$ cat src/rtl/hockey_input_arbiter.sv
// Debounces both player buttons, turns each press into a captured {y, dir} event and
// serialises the two players onto one valid/accept request channel with round-robin ties.
//
// state | meaning
// EMPTY | request register holds nothing, req_valid=0
// FULL  | request register holds an event, payload frozen until accept
module hockey_input_arbiter #(
    parameter int DEBOUNCE_CYCLES = 4,
    parameter int Y_MAX           = 4
) (
    input  logic       clk,
    input  logic       rst,
    input  logic       btn_a_raw_i,
    input  logic       btn_b_raw_i,
    input  logic [1:0] dir_a_i,
    input  logic [1:0] dir_b_i,
    input  logic [2:0] y_a_i,
    input  logic [2:0] y_b_i,
    input  logic       flush_i,
    input  logic       accept_i,
    output logic       req_valid_o,
    output logic       req_player_o,
    output logic [2:0] req_y_o,
    output logic [1:0] req_dir_o,
    output logic       req_y_ok_o,
    output logic       drop_a_o,
    output logic       drop_b_o
);

    localparam int              CNT_W    = $clog2(DEBOUNCE_CYCLES) + 1;
    localparam logic [CNT_W-1:0] CNT_LAST = CNT_W'(DEBOUNCE_CYCLES - 1);
    localparam logic [2:0]      Y_MAX_L  = 3'(Y_MAX);

    typedef enum logic {EMPTY, FULL} state_t;

    // index 0 = player A, index 1 = player B throughout
    logic [1:0]            sync1_q, sync2_q;
    logic [1:0]            deb_q, deb_d;
    logic [1:0]            deb_dly_q;
    logic [1:0][CNT_W-1:0] cnt_q, cnt_d;
    logic [1:0]            slot_vld_q, slot_vld_d;
    logic [1:0][4:0]       slot_q, slot_d;
    logic [1:0][4:0]       slot_in;
    logic [1:0]            press;
    logic [1:0]            grant;
    logic [1:0]            drop_q, drop_d;
    logic                  rr_last_q, rr_last_d;
    logic                  load_en;
    state_t                state_q, state_d;
    logic                  player_q, player_d;
    logic [2:0]            y_q, y_d;
    logic [1:0]            dir_q, dir_d;
    logic                  y_ok_q, y_ok_d;
    logic [4:0]            sel_slot;

    assign slot_in[0] = {y_a_i, (dir_a_i == 2'b11) ? 2'b00 : dir_a_i};
    assign slot_in[1] = {y_b_i, (dir_b_i == 2'b11) ? 2'b00 : dir_b_i};
    assign press      = deb_q & ~deb_dly_q;

    always_comb begin
        deb_d = deb_q;
        cnt_d = '0;
        for (int i = 0; i < 2; i++) begin
            if (sync2_q[i] != deb_q[i]) begin
                if (cnt_q[i] == CNT_LAST) begin
                    deb_d[i] = sync2_q[i];
                end else begin
                    cnt_d[i] = cnt_q[i] + CNT_W'(1);
                end
            end
        end
    end

    // rr_last_q: 0 = A won the last tie, 1 = B won it
    always_comb begin
        load_en   = !flush_i && ((state_q == EMPTY) || accept_i);
        grant[0]  = load_en && slot_vld_q[0] && (!slot_vld_q[1] || rr_last_q);
        grant[1]  = load_en && slot_vld_q[1] && (!slot_vld_q[0] || !rr_last_q);
        rr_last_d = (load_en && (&slot_vld_q)) ? grant[1] : rr_last_q;
    end

    always_comb begin
        slot_vld_d = slot_vld_q;
        slot_d     = slot_q;
        drop_d     = '0;
        for (int i = 0; i < 2; i++) begin
            if (flush_i) begin
                slot_vld_d[i] = 1'b0;
            end else if (press[i]) begin
                if (slot_vld_q[i] && !grant[i]) begin
                    drop_d[i] = 1'b1;
                end else begin
                    slot_d[i]     = slot_in[i];
                    slot_vld_d[i] = 1'b1;
                end
            end else if (grant[i]) begin
                slot_vld_d[i] = 1'b0;
            end
        end
    end

    always_comb begin
        state_d  = state_q;
        player_d = player_q;
        y_d      = y_q;
        dir_d    = dir_q;
        y_ok_d   = y_ok_q;
        sel_slot = grant[1] ? slot_q[1] : slot_q[0];
        if (flush_i) begin
            state_d  = EMPTY;
            player_d = 1'b0;
            y_d      = '0;
            dir_d    = '0;
            y_ok_d   = 1'b0;
        end else if (load_en) begin
            if (|grant) begin
                state_d  = FULL;
                player_d = grant[1];
                y_d      = sel_slot[4:2];
                dir_d    = sel_slot[1:0];
                y_ok_d   = (sel_slot[4:2] <= Y_MAX_L);
            end else begin
                state_d = EMPTY;
            end
        end
    end

    always_ff @(posedge clk or posedge rst) begin
        if (rst) begin
            sync1_q    <= '0;
            sync2_q    <= '0;
            deb_q      <= '0;
            deb_dly_q  <= '0;
            cnt_q      <= '0;
            slot_vld_q <= '0;
            slot_q     <= '0;
            drop_q     <= '0;
            rr_last_q  <= 1'b1;
            state_q    <= EMPTY;
            player_q   <= 1'b0;
            y_q        <= '0;
            dir_q      <= '0;
            y_ok_q     <= 1'b0;
        end else begin
            sync1_q    <= {btn_b_raw_i, btn_a_raw_i};
            sync2_q    <= sync1_q;
            deb_q      <= deb_d;
            deb_dly_q  <= deb_q;
            cnt_q      <= cnt_d;
            slot_vld_q <= slot_vld_d;
            slot_q     <= slot_d;
            drop_q     <= drop_d;
            rr_last_q  <= rr_last_d;
            state_q    <= state_d;
            player_q   <= player_d;
            y_q        <= y_d;
            dir_q      <= dir_d;
            y_ok_q     <= y_ok_d;
        end
    end

    assign req_valid_o  = (state_q == FULL);
    assign req_player_o = player_q;
    assign req_y_o      = y_q;
    assign req_dir_o    = dir_q;
    assign req_y_ok_o   = y_ok_q;
    assign drop_a_o     = drop_q[0];
    assign drop_b_o     = drop_q[1];

endmodule

$ cat config.mk
export PLATFORM = sky130hd
export DESIGN_NAME = hockey_input_arbiter
export DESIGN_NICKNAME = d
export VERILOG_FILES = /design/src/rtl/hockey_input_arbiter.sv
export SDC_FILE = /design/constraint.sdc
export NUM_CORES = 1
export LEC_CHECK = 0
export BUFFER_PORTS_ARGS = -buffer_cell sky130_fd_sc_hd__buf_2
export CORE_UTILIZATION = 49
export CTS_CLUSTER_DIAMETER = 40
export DETAILED_ROUTE_END_ITERATION = 16
export PLACE_DENSITY = 0.71
export SETUP_SLACK_MARGIN = 0.05
export SLEW_MARGIN = 20
export SYNTH_ARGS = -nofsm -noshare
export SYNTH_HDL_FRONTEND = slang
export SYNTH_SLANG_ARGS = --single-unit
export TNS_END_PERCENT = 10
$ cat constraint.sdc
create_clock -name clk -period 1.4 [get_ports clk]
set_input_delay 0.14 -clock clk [delete_from_list [all_inputs] [get_ports clk]]
set_output_delay 0.14 -clock clk [all_outputs]
set_load 0.05 [all_outputs]
# == Word level (Yosys, flattened, before mapping) ==
# Cells that the tools add are included.
# totals
regBits,37
latchBits,0
romBits,0
elab_cells,101
n_memories,0
output_inout_bits,10
ramBits,0
# classes
multipliers,0
n_lt_le_gt_ge,1
n_div,0
addsub,2
bitwise,6
muxes,36
n_shift,0
reduce_logical,30
eq_ne,8
# ops
operator,count
2-to-1 mux 1 bit,23
2-to-1 mux 3 bit,7
AND reduction 2 bit,6
2-to-1 mux 2 bit,5
logical AND 1 bit,8
adder 3 x 1 -> 3 bit (second input constant),2
== test 3 x 2 -> 1 bit (second input constant),2
logical NOT 1 bit,6
inequality test 3 bit (second input constant),2
AND reduction 3 bit,2
nonzero test 3 bit,2
2-to-1 mux 5 bit,1
== test 2 bit (second input constant),2
inverter 1 bit,4
nonzero test 2 bit,2
less-or-equal comparator 3 bit (second input constant),1
logical OR 1 bit,3
AND 2 bit,1
inequality test 1 bit,2
inverter 2 bit,1
OR reduction 2 bit,1

# == Depth between registers and ports, before layout ==
# depth
word_depth,10
ltp_mapped,5
depth_no_buf,4

# == Worst setup path after synthesis ==
# OpenSTA, ideal clock, no wires.
# synth_timing
path_type,flip-flop to flip-flop
start,register state_q (netlist: req_valid_o)
end,register slot_q[0] (netlist bit)
stages_incl_launch_ff,6
setup_ns,0.125
slack_ns,-0.372
arrival_time_ns,1.647
path_cell_list,dfrtp_1 -> nor2b_4 -> buf_6 -> o31ai_2 -> nand3_1 -> mux2_2
# synth_between
elab_chain_len,9
# synth_rtl
element,line,source
from (decl),49,"state_t state_q, state_d;"
from (signal assigned),154,state_q <= state_d;
inverter 1 bit,76,load_en = !flush_i && ((state_q == EMPTY) || accept_i);
logical OR 1 bit,76,
logical AND 1 bit,76,
logical AND 1 bit (2 in a row),77,grant[0] = load_en && slot_vld_q[0] && (!slot_vld_q[1] || rr_last_q);
logical NOT 1 bit,90,if (slot_vld_q[i] && !grant[i]) begin
logical AND 1 bit,90,
inverter 1 bit (no line),--,
AND reduction 3 bit (no line),--,
to (signal assigned),151,slot_q <= slot_d;
to (decl),42,"logic [1:0][4:0] slot_q, slot_d;"
# Every way passes these cells.
# A chain may end at the register's enable or synchronous reset.

# == Final worst setup path ==
# layout_timing
start,register rr_last_q
end,register slot_q[0] (netlist bit)
# layout_between
elab_chain_len,6
# layout_rtl
element,line,source
from (decl),47,"logic rr_last_q, rr_last_d;"
from (signal assigned),153,rr_last_q <= rr_last_d;
logical OR 1 bit,77,
logical AND 1 bit,77,
logical NOT 1 bit,90,
logical AND 1 bit,90,
inverter 1 bit (no line),--,
AND reduction 3 bit (no line),--,
# Every way passes these cells.

==> results.toml <==
[status]
status = "finished with violations"
violations = "design-rule violations, negative setup slack"

[logic_synthesis]
synth.avg_cell_area_um2 = 13.5
synth_nets = 130
synth_warnings = 0
async_flop_share_pct = 100
ys_types = 24
ys_seq_area_share_pct = 61.2
synthCells = 112
synth_area_um2 = 1520
synth-seq-cells = 37
synth_edf_count = 0
yosys_most_used_dff = "dfrtp_1"

[final_layout]
layout_common_cells = "dfrtp_1, buf_2, mux2_2"
nNetsFinal = 174
syn_to_final_growth_pct = 26.0
drive_above_1_share_pct = 43.9
final_common_cell = "dfrtp_1"
final_area_um2 = 1910
num_antenna_cells = 0
fin_util_pct = 66.9

[die]
die_x_um = 57.6
die_area_um2 = 3320
core_um2 = 2850
die_h_um = 57.6
rows = 19
start_util_pct = 53.1
ios = 26

[power_and_ir_drop]
combPwrFrac_pct = 37.6
p_leak_nw = 0.884
cellPowerDensity_nw_per_um2 = 1970
power_switching_mw = 1.41
swShare_pct = 37.3
irDropWorstVdd_mv = 0.955
power.total_mw = 3.77
pwr-share-seq_pct = 45.4
clockPowerShare_pct = 17.0
internal-power_mw = 2.36

[place]
place_area_um2 = 1770
gp_congestion = 0.739
dp_hpwl_um = 2070
preCtsSetupSlack_ps = -130
numPortBuffers = 25

[sta]
finClkSkew_ps = 6.17
finalSetupViolations = 12
hold_viol_final = 0
fmax_ghz = 0.674
timing.final.crit_share_pct = 106
tightestPinTransition_ps = 359
period_minus_slack_ps = 1480
setup_tns_ps = -425
drv_slew = 0
finalWorstSetupSlack_ps = -83.8
rsz0062_at_grt = "yes"
slew_headroom_pct = 76.0

[cts]
cts_root_buf = "clkbuf_4"
cts.path.max_buffers = 2
htreeDepth = 2
clk_latency_ps = 350
numClockSinks = 37
path_clk_slew_ps = 110
cts_buffers = 5
cts_tree = "built"

[global_route]
grt.total_usage_pct = 21.0
grt_pass1_wl_um = 5110
grt_max_degree = 16
overflow = 0
antenna_found_initial = 0
grt_pass1_vias = 1120

[route]
drtIter0Drc = 41
vias_per_cell = 5.41
vias = 1017
wl_um = 2840
postRouteAntennaNets = 0
drc = 1
first_pass_iters = 10
wl_per_cell_um = 15.1

[setup_path]
reg2regPathDepth = 4
startpoint_type = "flip-flop"
crit_path_max_fanout = 5
crit_path_end_kind = "flip-flop"
critPathKind = "reg -> reg"
crit_arrival_ps = 1720
worstPathRequired_ps = 1640

[flow_run]
max_cap_violations = 0

[hold_path]
min_path_type = "in -> reg"
min_path_cells = 2
## final timing paths
check	endpoint	start	slack, ps
min in group asynchronous	sync2_q[1]$_DFF_PP0_	rst	290
max in group asynchronous	req_valid_o$_DFFE_PP0P_	rst	570
min	slot_q[4]$_DFFE_PP0P_	y_a_i[2]	20
max	slot_q[0]$_DFFE_PP0P_	rr_last_q$_DFFE_PP1P_	-80
max reg2reg	slot_q[0]$_DFFE_PP0P_	rr_last_q$_DFFE_PP1P_	-80
min reg2reg	sync2_q[1]$_DFF_PP0_	sync1_q[1]$_DFF_PP0_	360
## stage by stage
step | std cells | hold WS, ps
finish | 188 | 20.8
global placement | 176 | 109
global route | 188 | 10.5
detailed placement | 176 | 124
CTS | 188 | 0.101
floorplan | 112 | 171
## area by class of cell
cell class	instances	area [um^2]
multi-input cells	71	619
repair buffers	39	245
flip-flops and latches	37	928
clock inverters	1	5.00
well taps	31	38.8
fillers	227	943
clock buffers	7	65.1
inverters	2	7.51
## power groups by stage
stage | logic, mW | clock network [mW] | registers, mW
4_1_cts | 1.41 | 0.664 | 1.71
6_report | 1.42 | 0.640 | 1.71
3_5_place_dp | 1.35 | 0 | 1.72
3_3_place_gp | 1.30 | 0 | 1.69
2_1_floorplan | 0.701 | 0 | 1.96
5_1_grt | 1.54 | 0.704 | 1.76
## cell families (layout without fill, tap and decap cells)
| kind of cell | after synthesis | in the layout | share of synthesized area (%) |
|---|---|---|---|
| DFF | 37 | 37 | 61.2 |
| and+or+nand+nor | 27 | 27 | 11.6 |
| AOI/OAI and AO/OA | 21 | 21 | 9.41 |
| muxes | 18 | 18 | 12.9 |
| buffers and inverters | 4 | 49 | 1.57 |
| xor gates and xnor gates | 3 | 3 | 1.73 |
| adders and majority gates | 2 | 2 | 1.65 |
## sequential cells by signal, indices dropped and copies added (netlist names)
name and cells:
sync2_q 2, cnt_q 6, rr_last_q 1, sync1_q 2, deb_q 2, deb_dly_q 2
req_y_ok_o 1, req_player_o 1, slot_q 10, req_valid_o 1, slot_vld_q 2, req_y_o 3
req_dir_o 2, drop_q 2
## cells in the mapped netlist, types with 3 or more instances
cell type / n / area [um^2]
o211ai_1: 6 / 45.0
nand3_1: 3 / 15.0
nor3b_1: 4 / 30.0
nor2_1: 6 / 22.5
o21ai_0: 5 / 25.0
o21ai_1: 6 / 30.0
mux2_2: 12 / 135
dfrtp_1: 36 / 901
nor2b_1: 7 / 43.8
xnor2_1: 3 / 26.3
mux2i_1: 6 / 60.1
## critical path, stage by stage (launching register included)
cell and delay, ps:
dfstp_2 570, nor2b_2 60, o31ai_4 270, nand3_4 150, mux2_4 320
## what timing repair did
| item | in CTS | in global routing |
|---|---|---|
| endpoints found under the hold margin | 9 | 0 |
| hold buffers | 3 | 0 |
| resized for setup | 6 | 3 |
| pin swaps | 4 | 4 |
| setup endpoints to repair | 16 | 19 |
| buffers inserted | 1 | 0 |
## per-layer routing
layer	track usage (%)	part of all wire [%]
met1	27.4	44
met2	32.9	49
met3	4.91	3.5
met4	11.5	2.7
met5	0	0
(Power assumes the default switching activity.)
